### src/rtl/instr_mem_loader_if.sv
// Byte-stream load request and instruction-memory write bus for instr_mem_loader.
// The master side issues start/len/abort and streams bytes; the slave side writes words.
interface instr_mem_loader_if #(
   parameter int AW = 32
);
   logic          start;
   logic [AW-1:0] len;
   logic          abort;
   logic [7:0]    byte_in;
   logic          byte_valid;
   logic          byte_ready;
   logic          mem_we;
   logic [AW-1:0] Dir;
   logic [31:0]   Inst;
   logic          busy;
   logic          done;
   logic          err;

   modport master (
      output start, len, abort, byte_in, byte_valid,
      input  byte_ready, mem_we, Dir, Inst, busy, done, err
   );

   modport slave (
      input  start, len, abort, byte_in, byte_valid,
      output byte_ready, mem_we, Dir, Inst, busy, done, err
   );
endinterface

### src/rtl/instr_mem_loader.sv
// Assembles a little-endian byte stream into 32-bit instructions and writes
// them to consecutive word addresses 0..len-1 of an instruction memory.
module instr_mem_loader #(
   parameter int DEPTH = 64,
   parameter int AW    = 32
) (
   input  logic                clk,
   input  logic                rst,
   instr_mem_loader_if.slave   bus
);
   typedef enum logic [1:0] {IDLE, RECV, WRITE, FIN} state_t;

   localparam logic [AW-1:0] DEPTH_W = AW'(DEPTH);

   state_t        state_q, state_d;
   logic [AW-1:0] len_q, len_d;
   logic [AW-1:0] addr_q, addr_d;
   logic [AW-1:0] dir_q, dir_d;
   logic [1:0]    bcnt_q, bcnt_d;
   logic [23:0]   part_q, part_d;
   logic [31:0]   inst_q, inst_d;
   logic          err_q, err_d;
   logic          hs, len_ok;

   assign hs     = bus.byte_valid && (state_q == RECV);
   assign len_ok = (bus.len != '0) && (bus.len <= DEPTH_W);

   always_ff @(posedge clk or negedge rst) begin
      if (!rst) begin
         state_q <= IDLE;
         len_q   <= '0;
         addr_q  <= '0;
         dir_q   <= '0;
         bcnt_q  <= '0;
         part_q  <= '0;
         inst_q  <= '0;
         err_q   <= 1'b0;
      end else begin
         state_q <= state_d;
         len_q   <= len_d;
         addr_q  <= addr_d;
         dir_q   <= dir_d;
         bcnt_q  <= bcnt_d;
         part_q  <= part_d;
         inst_q  <= inst_d;
         err_q   <= err_d;
      end
   end

   always_comb begin
      state_d = state_q;
      len_d   = len_q;
      addr_d  = addr_q;
      dir_d   = dir_q;
      bcnt_d  = bcnt_q;
      part_d  = part_q;
      inst_d  = inst_q;
      err_d   = 1'b0;
      case (state_q)
         IDLE: begin
            if (bus.start) begin
               if (len_ok) begin
                  len_d   = bus.len;
                  addr_d  = '0;
                  bcnt_d  = '0;
                  part_d  = '0;
                  state_d = RECV;
               end else begin
                  err_d = 1'b1;
               end
            end
         end
         RECV: begin
            // abort outranks a coincident handshake: the byte is swallowed
            if (bus.abort) begin
               bcnt_d  = '0;
               part_d  = '0;
               state_d = IDLE;
            end else if (hs) begin
               bcnt_d = bcnt_q + 2'd1;
               case (bcnt_q)
                  2'd0: part_d[7:0]   = bus.byte_in;
                  2'd1: part_d[15:8]  = bus.byte_in;
                  2'd2: part_d[23:16] = bus.byte_in;
                  default: begin
                     inst_d  = {bus.byte_in, part_q};
                     dir_d   = addr_q;
                     state_d = WRITE;
                  end
               endcase
            end
         end
         WRITE: begin
            if (bus.abort) begin
               bcnt_d  = '0;
               part_d  = '0;
               state_d = IDLE;
            end else if (addr_q == len_q - AW'(1)) begin
               state_d = FIN;
            end else begin
               addr_d  = addr_q + AW'(1);
               bcnt_d  = '0;
               part_d  = '0;
               state_d = RECV;
            end
         end
         default: state_d = IDLE;
      endcase
   end

   assign bus.byte_ready = (state_q == RECV);
   assign bus.mem_we     = (state_q == WRITE) && !bus.abort;
   assign bus.done       = (state_q == FIN) && !bus.abort;
   assign bus.busy       = (state_q != IDLE);
   assign bus.err        = err_q;
   assign bus.Dir        = dir_q;
   assign bus.Inst       = inst_q;
endmodule

### src/flat_wrapper.sv
// flat-port wrapper written by rule: the top's interface ports become plain ports
module instr_mem_loader_flat 
#(
   parameter int DEPTH = 64,
   parameter int AW    = 32
)
  (clk, rst, bus_start, bus_len, bus_abort, bus_byte_in, bus_byte_valid, bus_byte_ready, bus_mem_we, bus_Dir, bus_Inst, bus_busy, bus_done, bus_err);
  instr_mem_loader_if #(.AW(AW)) bus_i ();
  input  logic clk;
  input  logic rst;
  input wire logic [$bits(bus_i.start)-1:0] bus_start;
  input wire logic [$bits(bus_i.len)-1:0] bus_len;
  input wire logic [$bits(bus_i.abort)-1:0] bus_abort;
  input wire logic [$bits(bus_i.byte_in)-1:0] bus_byte_in;
  input wire logic [$bits(bus_i.byte_valid)-1:0] bus_byte_valid;
  output wire logic [$bits(bus_i.byte_ready)-1:0] bus_byte_ready;
  output wire logic [$bits(bus_i.mem_we)-1:0] bus_mem_we;
  output wire logic [$bits(bus_i.Dir)-1:0] bus_Dir;
  output wire logic [$bits(bus_i.Inst)-1:0] bus_Inst;
  output wire logic [$bits(bus_i.busy)-1:0] bus_busy;
  output wire logic [$bits(bus_i.done)-1:0] bus_done;
  output wire logic [$bits(bus_i.err)-1:0] bus_err;
  assign bus_i.start = bus_start;
  assign bus_i.len = bus_len;
  assign bus_i.abort = bus_abort;
  assign bus_i.byte_in = bus_byte_in;
  assign bus_i.byte_valid = bus_byte_valid;
  assign bus_byte_ready = bus_i.byte_ready;
  assign bus_mem_we = bus_i.mem_we;
  assign bus_Dir = bus_i.Dir;
  assign bus_Inst = bus_i.Inst;
  assign bus_busy = bus_i.busy;
  assign bus_done = bus_i.done;
  assign bus_err = bus_i.err;
  instr_mem_loader #(.DEPTH(DEPTH), .AW(AW)) u_core (.clk(clk), .rst(rst), .bus(bus_i));
endmodule
### config.mk
export PLATFORM = sky130hd
export DESIGN_NAME = instr_mem_loader_flat
export DESIGN_NICKNAME = d
export VERILOG_FILES = /design/src/rtl/instr_mem_loader_if.sv /design/src/rtl/instr_mem_loader.sv /design/src/flat_wrapper.sv
export SDC_FILE = /design/constraint.sdc
export NUM_CORES = 1
export LEC_CHECK = 0
export BUFFER_PORTS_ARGS = -buffer_cell sky130_fd_sc_hd__buf_2
export CAP_MARGIN = 20
export CORE_ASPECT_RATIO = 1.2
export CORE_MARGIN = 2
export CORE_UTILIZATION = 55
export DETAILED_ROUTE_END_ITERATION = 8
export PLACE_DENSITY_LB_ADDON = 0.2
export SLEW_MARGIN = 0
export SYNTH_ARGS = -nofsm -noshare
export SYNTH_HDL_FRONTEND = slang
export SYNTH_SLANG_ARGS = --single-unit
### constraint.sdc
create_clock -name clk -period 4.8 [get_ports clk]
set_input_delay 0.96 -clock clk [delete_from_list [all_inputs] [get_ports clk]]
set_output_delay 0.96 -clock clk [all_outputs]
set_load 0.02 [all_outputs]
==> results of run 1 <==
## cell usage after synthesis, types with 6 or more instances
library cell	number	area share (%)
mux2_1	6	0.86
nor4_1	16	1.3
o211ai_1	7	0.67
nor2_1	26	1.2
nand2b_1	6	0.48
or4_1	19	1.8
nor3_1	14	0.90
or3_1	21	1.7
a21oi_1	31	2.0
nand2_1	58	2.8
nand4_1	13	1.0
o21ai_0	19	1.2
ha_1	6	0.96
dfrtp_1	157	50
o31ai_1	14	1.3
clkbuf_1	25	1.2
inv_1	14	0.67
mux2_2	82	12
and3_1	10	0.80
nand3_1	22	1.4
and2_1	35	2.8
xor2_1	15	1.7
xnor2_1	27	3.0
## power groups by stage
stage	clock, mW	combinational [mW]	sequential [mW]
detailed placement	0	0.137	1.42
global placement	0	0.129	1.42
global route	1.34	0.154	1.40
finish	1.25	0.135	1.40
floorplan	0	0.0742	1.40
CTS	1.27	0.137	1.40
## routing by layer
| metal | global-route usage, % | part of all wire, % | vias up | wire (um) |
|---|---|---|---|---|
| met5 | 0 | 0 | - | 0 |
| met4 | 10.7 | 2.8 | 0 | 516 |
| met3 | 6.37 | 5.0 | 40 | 928 |
| met2 | 43.0 | 51 | 173 | 9510 |
| met1 | 31.1 | 41 | 3029 | 7580 |
| li1 | - | - | 2798 | - |
## cells by family (layout without fill, tap and decap cells)
logic type / Yosys count / in the layout / share of synthesized area [%]
compound gates: 105 / 105 / 9.13
flops: 157 / 157 / 50.2
mux: 89 / 89 / 12.8
fa+ha+maj: 7 / 7 / 1.09
xor+xnor: 42 / 42 / 4.70
simple gates: 264 / 264 / 19.4
buf+inv: 47 / 165 / 2.69
## per-stage QoR
step / utilization (%) / instance area [um2] / setup slack (ns)
3_3_place_gp: 61.4 / 8520 / 0.917
5_1_grt: 65.3 / 9060 / 0.386
4_1_cts: 65.3 / 9060 / 0.764
6_report: 65.3 / 9060 / 0.751
3_5_place_dp: 61.4 / 8520 / 0.806
2_1_floorplan: - / 7830 / 1.26
## layout make-up
class	count	area, um2	area share (%)
Tap cell	171	214	2.36
Timing Repair Buffer	119	629	6.94
Sequential cell	157	3930	43.3
Clock inverter	14	120	1.33
Inverter	14	52.6	0.580
Multi-Input combinational cell	507	3690	40.7
Clock buffer	18	429	4.73
## worst max path at each step
stage                                      from                            end  depth (start not counted)
finish              u_core.len_q[0]$_DFFE_PN0P_  u_core.part_q[10]$_DFFE_PN0P_                         11
CTS                 u_core.len_q[0]$_DFFE_PN0P_  u_core.part_q[10]$_DFFE_PN0P_                         11
global placement    u_core.len_q[0]$_DFFE_PN0P_  u_core.part_q[11]$_DFFE_PN0P_                         11
global route        u_core.len_q[0]$_DFFE_PN0P_  u_core.addr_q[15]$_DFFE_PN0P_                         11
floorplan           u_core.len_q[0]$_DFFE_PN0P_   u_core.part_q[0]$_DFFE_PN0P_                         11
detailed placement  u_core.len_q[0]$_DFFE_PN0P_  u_core.part_q[10]$_DFFE_PN0P_                         11
## state kept, by name, summed over array words and instances (netlist names)
register,cells
u_core.addr_q,32
u_core.bus.err,1
u_core.len_q,32
u_core.part_q,24
u_core.bus.Inst,32
u_core.bus.Dir,32
u_core.bcnt_q,2
u_core.state_q,2
==> results.txt, run 1 <==
status: finished with violations
failing checks: design-rule violations
CTS Buf Count: 17
share of cells above drive strength 1: 29.8%
startpoint types: register
setup slack, reg-to-reg: 0.75 ns
grt ovf: 0
Sequential Power Share: 50.2%
sequential element share of the synthesized area: 50.2%
largest net degree at the start of global routing: 79
Die Ht: 135 um
total global-route track usage: 25.4%
initial antenna violation count: 0
worst clock skew: 0.0104 ns
hold path endpoint: u_core.bus.Dir[11]$_DFFE_PN0P_
diode count: 0
CP max FO: 8
IO Pins: 114
hold crit path type: reg -> reg
Finished Layout Cells: 1000
Comb pwr share: 4.8%
Sw Ratio: 23.7%
unrepaired setup endpoints after global routing: false
clock root cell: clkbuf_16
fillcell total: 1061
number of max-cap violations: 0
Layout area overhead: 15.8%
async set-reset flop share out of synthesis: 100%
hold_sp: u_core.bus.Dir[11]$_DFFE_PN0P_
GPL Wtd Cong: 0.933
Nets: 867
required time of the critical path: 5.11 ns
CTS tree: done
count of final setup violators: 0
most common cell after layout, fill and taps aside: dfrtp_1
Crit path largest cell delay: 0.57 ns
Crit. End Element: register
cell area after synthesis: 7830 um2
Reg clk slew, reported paths: 0.06 ns
IO Port Bufs: 113
Clock Latency Late Sink: 0.43 ns
Synth Register Bits: 157
EDFF count, synth: 0
Primary FF master, synth: dfrtp_1
WL final: 18500 um
Initial Util: 56.4%
chip width: 113 um
Clock Tree Buf Depth: 2
first-pass GRT wire length: 30600 um
Hold Path Depth: 1
fin crit share: 84.3%
clk sinks: 157
Worst EP arrival: 4.36 ns
FMAX: 247 MHz
internal power: 2.13 mW
Final TNS setup: 0 ns
R2R Path End: u_core.part_q[10]$_DFFE_PN0P_
drt pass-1 iters: 7
vias per cell: 6.04
Worst path slowest cell: a2111oi_4
Cell Pwr Density: 308 nW/um2
DRT antenna net count: 0
DP Cell Count: 968
post-cts sizing count: 0
Pins Over Slew Limit: 0
Core Footprint: 13900 um2
Yosys cell types: 64
Worst slew margin: 30.0%
Clock power frac: 45.0%
Buf/Inv on CP: 1
Final Hold Viols: 0
most frequent cells in the layout: dfrtp_1 (157), buf_2 (112), mux2_2 (82), nand2_1 (58), and2_1 (35)
kind of critical path: reg -> reg
H-tree levels: 4
CP Cell Sequence: inv_1 -> ha_1 -> or3b_2 -> or3_1 -> xnor2_1 -> a2111oi_0 -> nand4_1 -> a2111oi_4 -> a22oi_4 -> nor2_8 -> mux2_2
Vias: 6040
row cnt: 47
origin of the critical flop-to-flop path: u_core.len_q[0]$_DFFE_PN0P_
Tmin final: 4.05 ns
DIE AREA: 15200 um2
Mapped Nets: 762
Peak VDD IR: 0.000252 V
Worst-Margin Slew: 1.04 ns
total power: 2.79 mW
Post-CTS Repair Setup Buffers: 0
DP HPWL: 13100 um
reg2reg path depth: 11
synth warn: 0
syn avg cell area: 11.0 um2
CTS Hold Bufs: 0
Switching Power: 0.662 mW
Residual DRC: 2
P_leak: 4.49 nW
Mapped Cells: 711
cell family with most CP delay: simple AND/OR/NAND/NOR gates
WL/cell: 18.5 um
1st-iter DRT viols: 282
vias in the first global route: 6112
final hold slack: 0.500 ns
No activity file was read; power rests on OpenSTA's default activity.
==> run 2, diff against run 1 <==
- CORE_UTILIZATION: 55 -> 52
- clock period: 4.8 -> 3.6 ns (I/O delays scaled with it)
==> results.txt, run 2 (same netlist as run 1, synthesis figures left out) <==
Nets: 913 (+5.3%)
P_leak: 4.83 nW (+7.6%)
chip width: 116 um (+2.7%)
Die Ht: 138 um (+2.8%)
Clock Tree Buf Depth: 2 (unchanged)
reg2reg path depth: 12 (+1)
CP max FO: 8 (unchanged)
H-tree levels: 4 (unchanged)
row cnt: 49 (+4.3%)
setup slack, reg-to-reg: 0.05 ns (-0.70 ns)
origin of the critical flop-to-flop path: u_core.len_q[0]$_DFFE_PN0P_
initial antenna violation count: 0 (unchanged)
status: completed
first-pass GRT wire length: 32200 um (+5.1%)
vias per cell: 5.78 (-4.3%)
Worst slew margin: 56.5% (+27 points)
Pins Over Slew Limit: 0 (unchanged)
fillcell total: 1187 (+12%)
Residual DRC: 0 (-2)
Finished Core Util: 65.0% (-0.27 points)
hold crit path type: in -> async
WL final: 19700 um (+6.3%)
Layout area overhead: 23.3%
CTS tree: done
CTS Buf Count: 17 (unchanged)
kind of critical path: reg -> reg
Tmin final: 3.55 ns (-0.502 ns)
final hold slack: 0.302 ns (-0.197 ns)
share of cells above drive strength 1: 35.5% (+5.7 points)
clock root cell: clkbuf_16
clk sinks: 157 (unchanged)
Vias: 6238 (+3.3%)
most frequent cells in the layout: dfrtp_1 (157), buf_2 (112), mux2_2 (68), nand2_1 (58), buf_4 (49)
total power: 3.87 mW (+39%)
Reg clk slew, reported paths: 0.06 ns (about the same)
number of max-cap violations: 0 (unchanged)
GPL Wtd Cong: 0.925 (-0.87%)
Clock Latency Late Sink: 0.42 ns (about the same)
IO Port Bufs: 113 (unchanged)
Worst-Margin Slew: 0.653 ns (-0.392 ns)
diode count: 0 (unchanged)
FMAX: 282 MHz (+14%)
WL/cell: 18.3 um (-1.5%)
CP Launch Point: u_core.len_q[0]$_DFFE_PN0P_
most common cell after layout, fill and taps aside: dfrtp_1
unrepaired setup endpoints after global routing: true
total global-route track usage: 25.1% (-0.25 points)
startpoint types: register
fin crit share: 98.5% (+14 points)
grt ovf: 0 (unchanged)
Cell Pwr Density: 401 nW/um2 (+30%)
DIE AREA: 16000 um2 (+5.6%)
worst clock skew: 0.00886 ns (-0.00150 ns)
Crit. End Element: register
drt pass-1 iters: 5 (-2)
DP HPWL: 13800 um (+4.7%)
Core Footprint: 14800 um2 (+6.9%)
CTS Hold Bufs: 0 (unchanged)
vias in the first global route: 6519 (+6.7%)
Worst EP arrival: 3.85 ns (-0.51 ns)
1st-iter DRT viols: 396 (+40%)
required time of the critical path: 3.91 ns (-1.20 ns)
largest net degree at the start of global routing: 72 (-8.9%)
IO Pins: 114 (unchanged)
Final Hold Viols: 0 (unchanged)
Initial Util: 52.7% (-3.6 points)
R2R Path End: u_core.part_q[12]$_DFFE_PN0P_
Peak VDD IR: 0.000280 V (+11%)
count of final setup violators: 0 (unchanged)
DRT antenna net count: 0 (unchanged)
-- run 2: power breakdown --
group / total, mW / internal [mW] / switching [mW] / leakage [nW]
Combinational: 0.198 / 0.0918 / 0.106 / 2.47
Sequential: 1.87 / 1.81 / 0.0598 / 2.08
Clock: 1.81 / 1.04 / 0.767 / 0.282
Total: 3.87 / 2.94 / 0.933 / 4.83
-- run 2: area by class of cell --
cell class	count	area [um2]	share of cell area, %
Clock buffer	19	433	4.49
Clock inverter	13	155	1.61
Inverter	14	52.6	0.545
Multi-Input combinational cell	508	3850	39.9
Sequential cell	157	3930	40.7
Tap cell	204	255	2.64
Timing Repair Buffer	164	971	10.1
-- run 2: metal layers --
metal	global-route usage, %	wire [um]	up-vias	share of wire [%]
li1	-	-	2883	-
met1	30.8	7960	3130	40
met2	43.3	10400	190	53
met3	5.26	917	35	4.7
met4	9.40	411	0	2.1
met5	0	0	-	0
-- run 2: worst max path at each step --
stage | to | slack, ns
floorplan | u_core.part_q[0]$_DFFE_PN0P_ | 0.06
global placement | u_core.part_q[11]$_DFFE_PN0P_ | -0.06
detailed placement | u_core.part_q[11]$_DFFE_PN0P_ | -0.16
CTS | u_core.part_q[18]$_DFFE_PN0P_ | 0.008
global route | u_core.part_q[8]$_DFFE_PN0P_ | -0.09
finish | u_core.part_q[12]$_DFFE_PN0P_ | 0.05
-- run 2: through the flow --
| stage | TNS, ns | setup WS (ns) | instance area, um2 | std cells |
|---|---|---|---|---|
| CTS | 0 | 0.00755 | 9440 | 1071 |
| finish | 0 | 0.0538 | 9650 | 1079 |
| floorplan | 0 | 0.0558 | 7830 | 711 |
| global placement | -1.11 | -0.0597 | 8840 | 1039 |
| detailed placement | -3.49 | -0.157 | 8840 | 1039 |
| global route | -1.26 | -0.0855 | 9650 | 1079 |
-- run 2: what timing repair did --
action / 4_1_cts / 5_1_grt
setup endpoints to repair: 35 / 54
buffers inserted: 0 / 7
pin swaps: 3 / 11
resized for setup: 2 / 35
hold endpoints to repair: 0 / 0
cloned: 0 / 1
-- run 2: worst max-delay path, stage by stage (launching register included) --
cell,delay [ns]
dfrtp_1,0.39
buf_6,0.13
or4_4,0.57
nor4_4,0.32
buf_4,0.17
nand3_2,0.09
xnor2_2,0.19
o2111ai_2,0.17
a2111oi_4,0.46
buf_4,0.21
a22oi_4,0.13
nor2_8,0.28
mux2_4,0.33
==> run 3, diff against run 2 <==
- PLACE_DENSITY: not set -> 0.8
- PLACE_DENSITY_LB_ADDON: 0.2 -> not set
==> results.txt, run 3 (same netlist as run 1, synthesis figures left out) <==
CTS Buf Count: 17 (unchanged)
most common cell after layout, fill and taps aside: dfrtp_1
WL final: 19300 um (-2.3%)
total global-route track usage: 24.5% (-0.65 points)
FF/Latch Area: 3930 um2 (unchanged)
kind of critical path: reg -> reg
Reg clk slew, reported paths: 0.06 ns (about the same)
CTS tree: done
unrepaired setup endpoints after global routing: true
clock root cell: clkbuf_16
GPL Wtd Cong: 0.942 (+1.9%)
DP HPWL: 13400 um (-2.7%)
DIE AREA: 16000 um2 (unchanged)
Nets: 906 (-0.77%)
Clock Tree Buf Depth: 2 (unchanged)
number of max-cap violations: 0 (unchanged)
DRT antenna net count: 0 (unchanged)
hold crit path type: in -> async
clk sinks: 157 (unchanged)
vias in the first global route: 6350 (-2.6%)
CP max FO: 8 (unchanged)
required time of the critical path: 3.92 ns (about the same)
post-route cell area: 9480 um2 (-1.8%)
startpoint types: register
CTS Hold Bufs: 0 (unchanged)
Post-DP Area: 8820 um2 (-0.25%)
worst clock skew: 0.00906 ns (+0.000208 ns)
drt pass-1 iters: 5 (unchanged)
count of final setup violators: 0 (unchanged)
first-pass GRT wire length: 31100 um (-3.2%)
Worst EP arrival: 3.83 ns (-0.02 ns)
Worst Slack Setup Final: 0.0873 ns (+0.0336 ns)
IO Port Bufs: 113 (unchanged)
Pins Over Slew Limit: 0 (unchanged)
Cell Pwr Density: 401 nW/um2 (about the same)
row cnt: 49 (unchanged)
share of cells above drive strength 1: 33.6% (-1.9 points)
H-tree levels: 4 (unchanged)
Residual DRC: 0 (unchanged)
Core Footprint: 14800 um2 (unchanged)
Peak VDD IR: 0.000385 V (+38%)
fillcell total: 1225 (+3.2%)
Die Ht: 138 um (unchanged)
FMAX: 285 MHz (+0.95%)
Worst-Margin Slew: 0.700 ns (+0.0467 ns)
Final Hold Viols: 0 (unchanged)
1st-iter DRT viols: 326 (-18%)
Worst slew margin: 53.4% (-3.1 points)
chip width: 116 um (unchanged)
Layout area overhead: 21.1%
vias per cell: 5.82 (+0.59%)
footprint of the multi-input gates: 3750 um2 (-2.8%)
Tmin final: 3.51 ns (-0.0336 ns)
Crit. End Element: register
diode count: 0 (unchanged)
largest net degree at the start of global routing: 78 (+8.3%)
Finished Core Util: 63.9% (-1.2 points)
most frequent cells in the layout: dfrtp_1 (157), buf_2 (112), mux2_2 (82), nand2_1 (58), buf_4 (43)
Initial Util: 52.7% (unchanged)
fin crit share: 97.6% (-0.93 points)
status: completed
P_leak: 4.72 nW (-2.3%)
WL/cell: 18.0 um (-1.6%)
Clock Latency Late Sink: 0.44 ns (+0.02 ns)
dpl ws: -0.0897 ns (+0.0668 ns)
initial antenna violation count: 0 (unchanged)
grt ovf: 0 (unchanged)
Vias: 6234 (-0.064%)
final hold slack: 0.315 ns (+0.0128 ns)
IO Pins: 114 (unchanged)
## run 3: layout make-up
| class | instances | area share (%) |
|---|---|---|
| multi-input cells | 508 | 39.5 |
| clock buffers | 21 | 4.97 |
| flip-flops and latches | 157 | 41.5 |
| clock inverters | 11 | 1.14 |
| repair buffers | 157 | 9.65 |
| inverters | 14 | 0.555 |
| well taps | 204 | 2.69 |
## run 3: worst paths after layout
path | start | end | slack [ns] | depth (start not counted)
max | u_core.len_q[1]$_DFFE_PN0P_ | u_core.part_q[20]$_DFFE_PN0P_ | 0.09 | 12
max reg2reg | u_core.len_q[1]$_DFFE_PN0P_ | u_core.part_q[20]$_DFFE_PN0P_ | 0.09 | 12
min reg2reg | u_core.part_q[16]$_DFFE_PN0P_ | u_core.part_q[16]$_DFFE_PN0P_ | 0.50 | 1
max in group asynchronous | rst | u_core.bus.Inst[15]$_DFFE_PN0P_ | 2.51 | 2
min in group clk | bus_len[4] | u_core.len_q[4]$_DFFE_PN0P_ | 0.49 | 3
min | rst | u_core.bus.Dir[14]$_DFFE_PN0P_ | 0.32 | 1
## run 3: metrics by stage
stage	setup TNS, ns	instances	power (mW)
6_report	0	1072	3.80
5_1_grt	-0.527	1072	3.92
4_1_cts	0	1069	3.82
3_5_place_dp	-1.94	1036	2.08
3_3_place_gp	-0.897	1036	2.07
2_1_floorplan	0	711	1.97
## run 3: metal layers
metal	part of all wire, %	global-route usage, %
met4	3.1	10.0
met5	0	0
met2	52	40.9
met3	5.7	6.75
met1	39	29.8
## run 3: what timing repair did
action                                  in CTS  in global routing
gates cloned                                 0                  1
setup buffers                                1                  2
endpoints found under the setup margin      25                 47
pin swaps                                    1                 10
resized for setup                            0                  9
## run 3: report_power, final
part / total [mW] / switching, mW / internal (mW)
clock network: 1.75 / 0.737 / 1.01
logic: 0.189 / 0.108 / 0.0812
registers: 1.86 / 0.0528 / 1.81
total: 3.80 / 0.897 / 2.90
## run 3: critical path: stages, from the launching register on
cell	delay [ns]
dfrtp_1	0.38
inv_1	0.07
ha_1	0.17
or3b_2	0.46
or3_1	0.36
xnor2_1	0.17
a2111oi_2	0.31
nand4_1	0.20
a2111oi_4	0.37
buf_4	0.20
a22oi_4	0.13
nor2_8	0.21
mux2_2	0.36
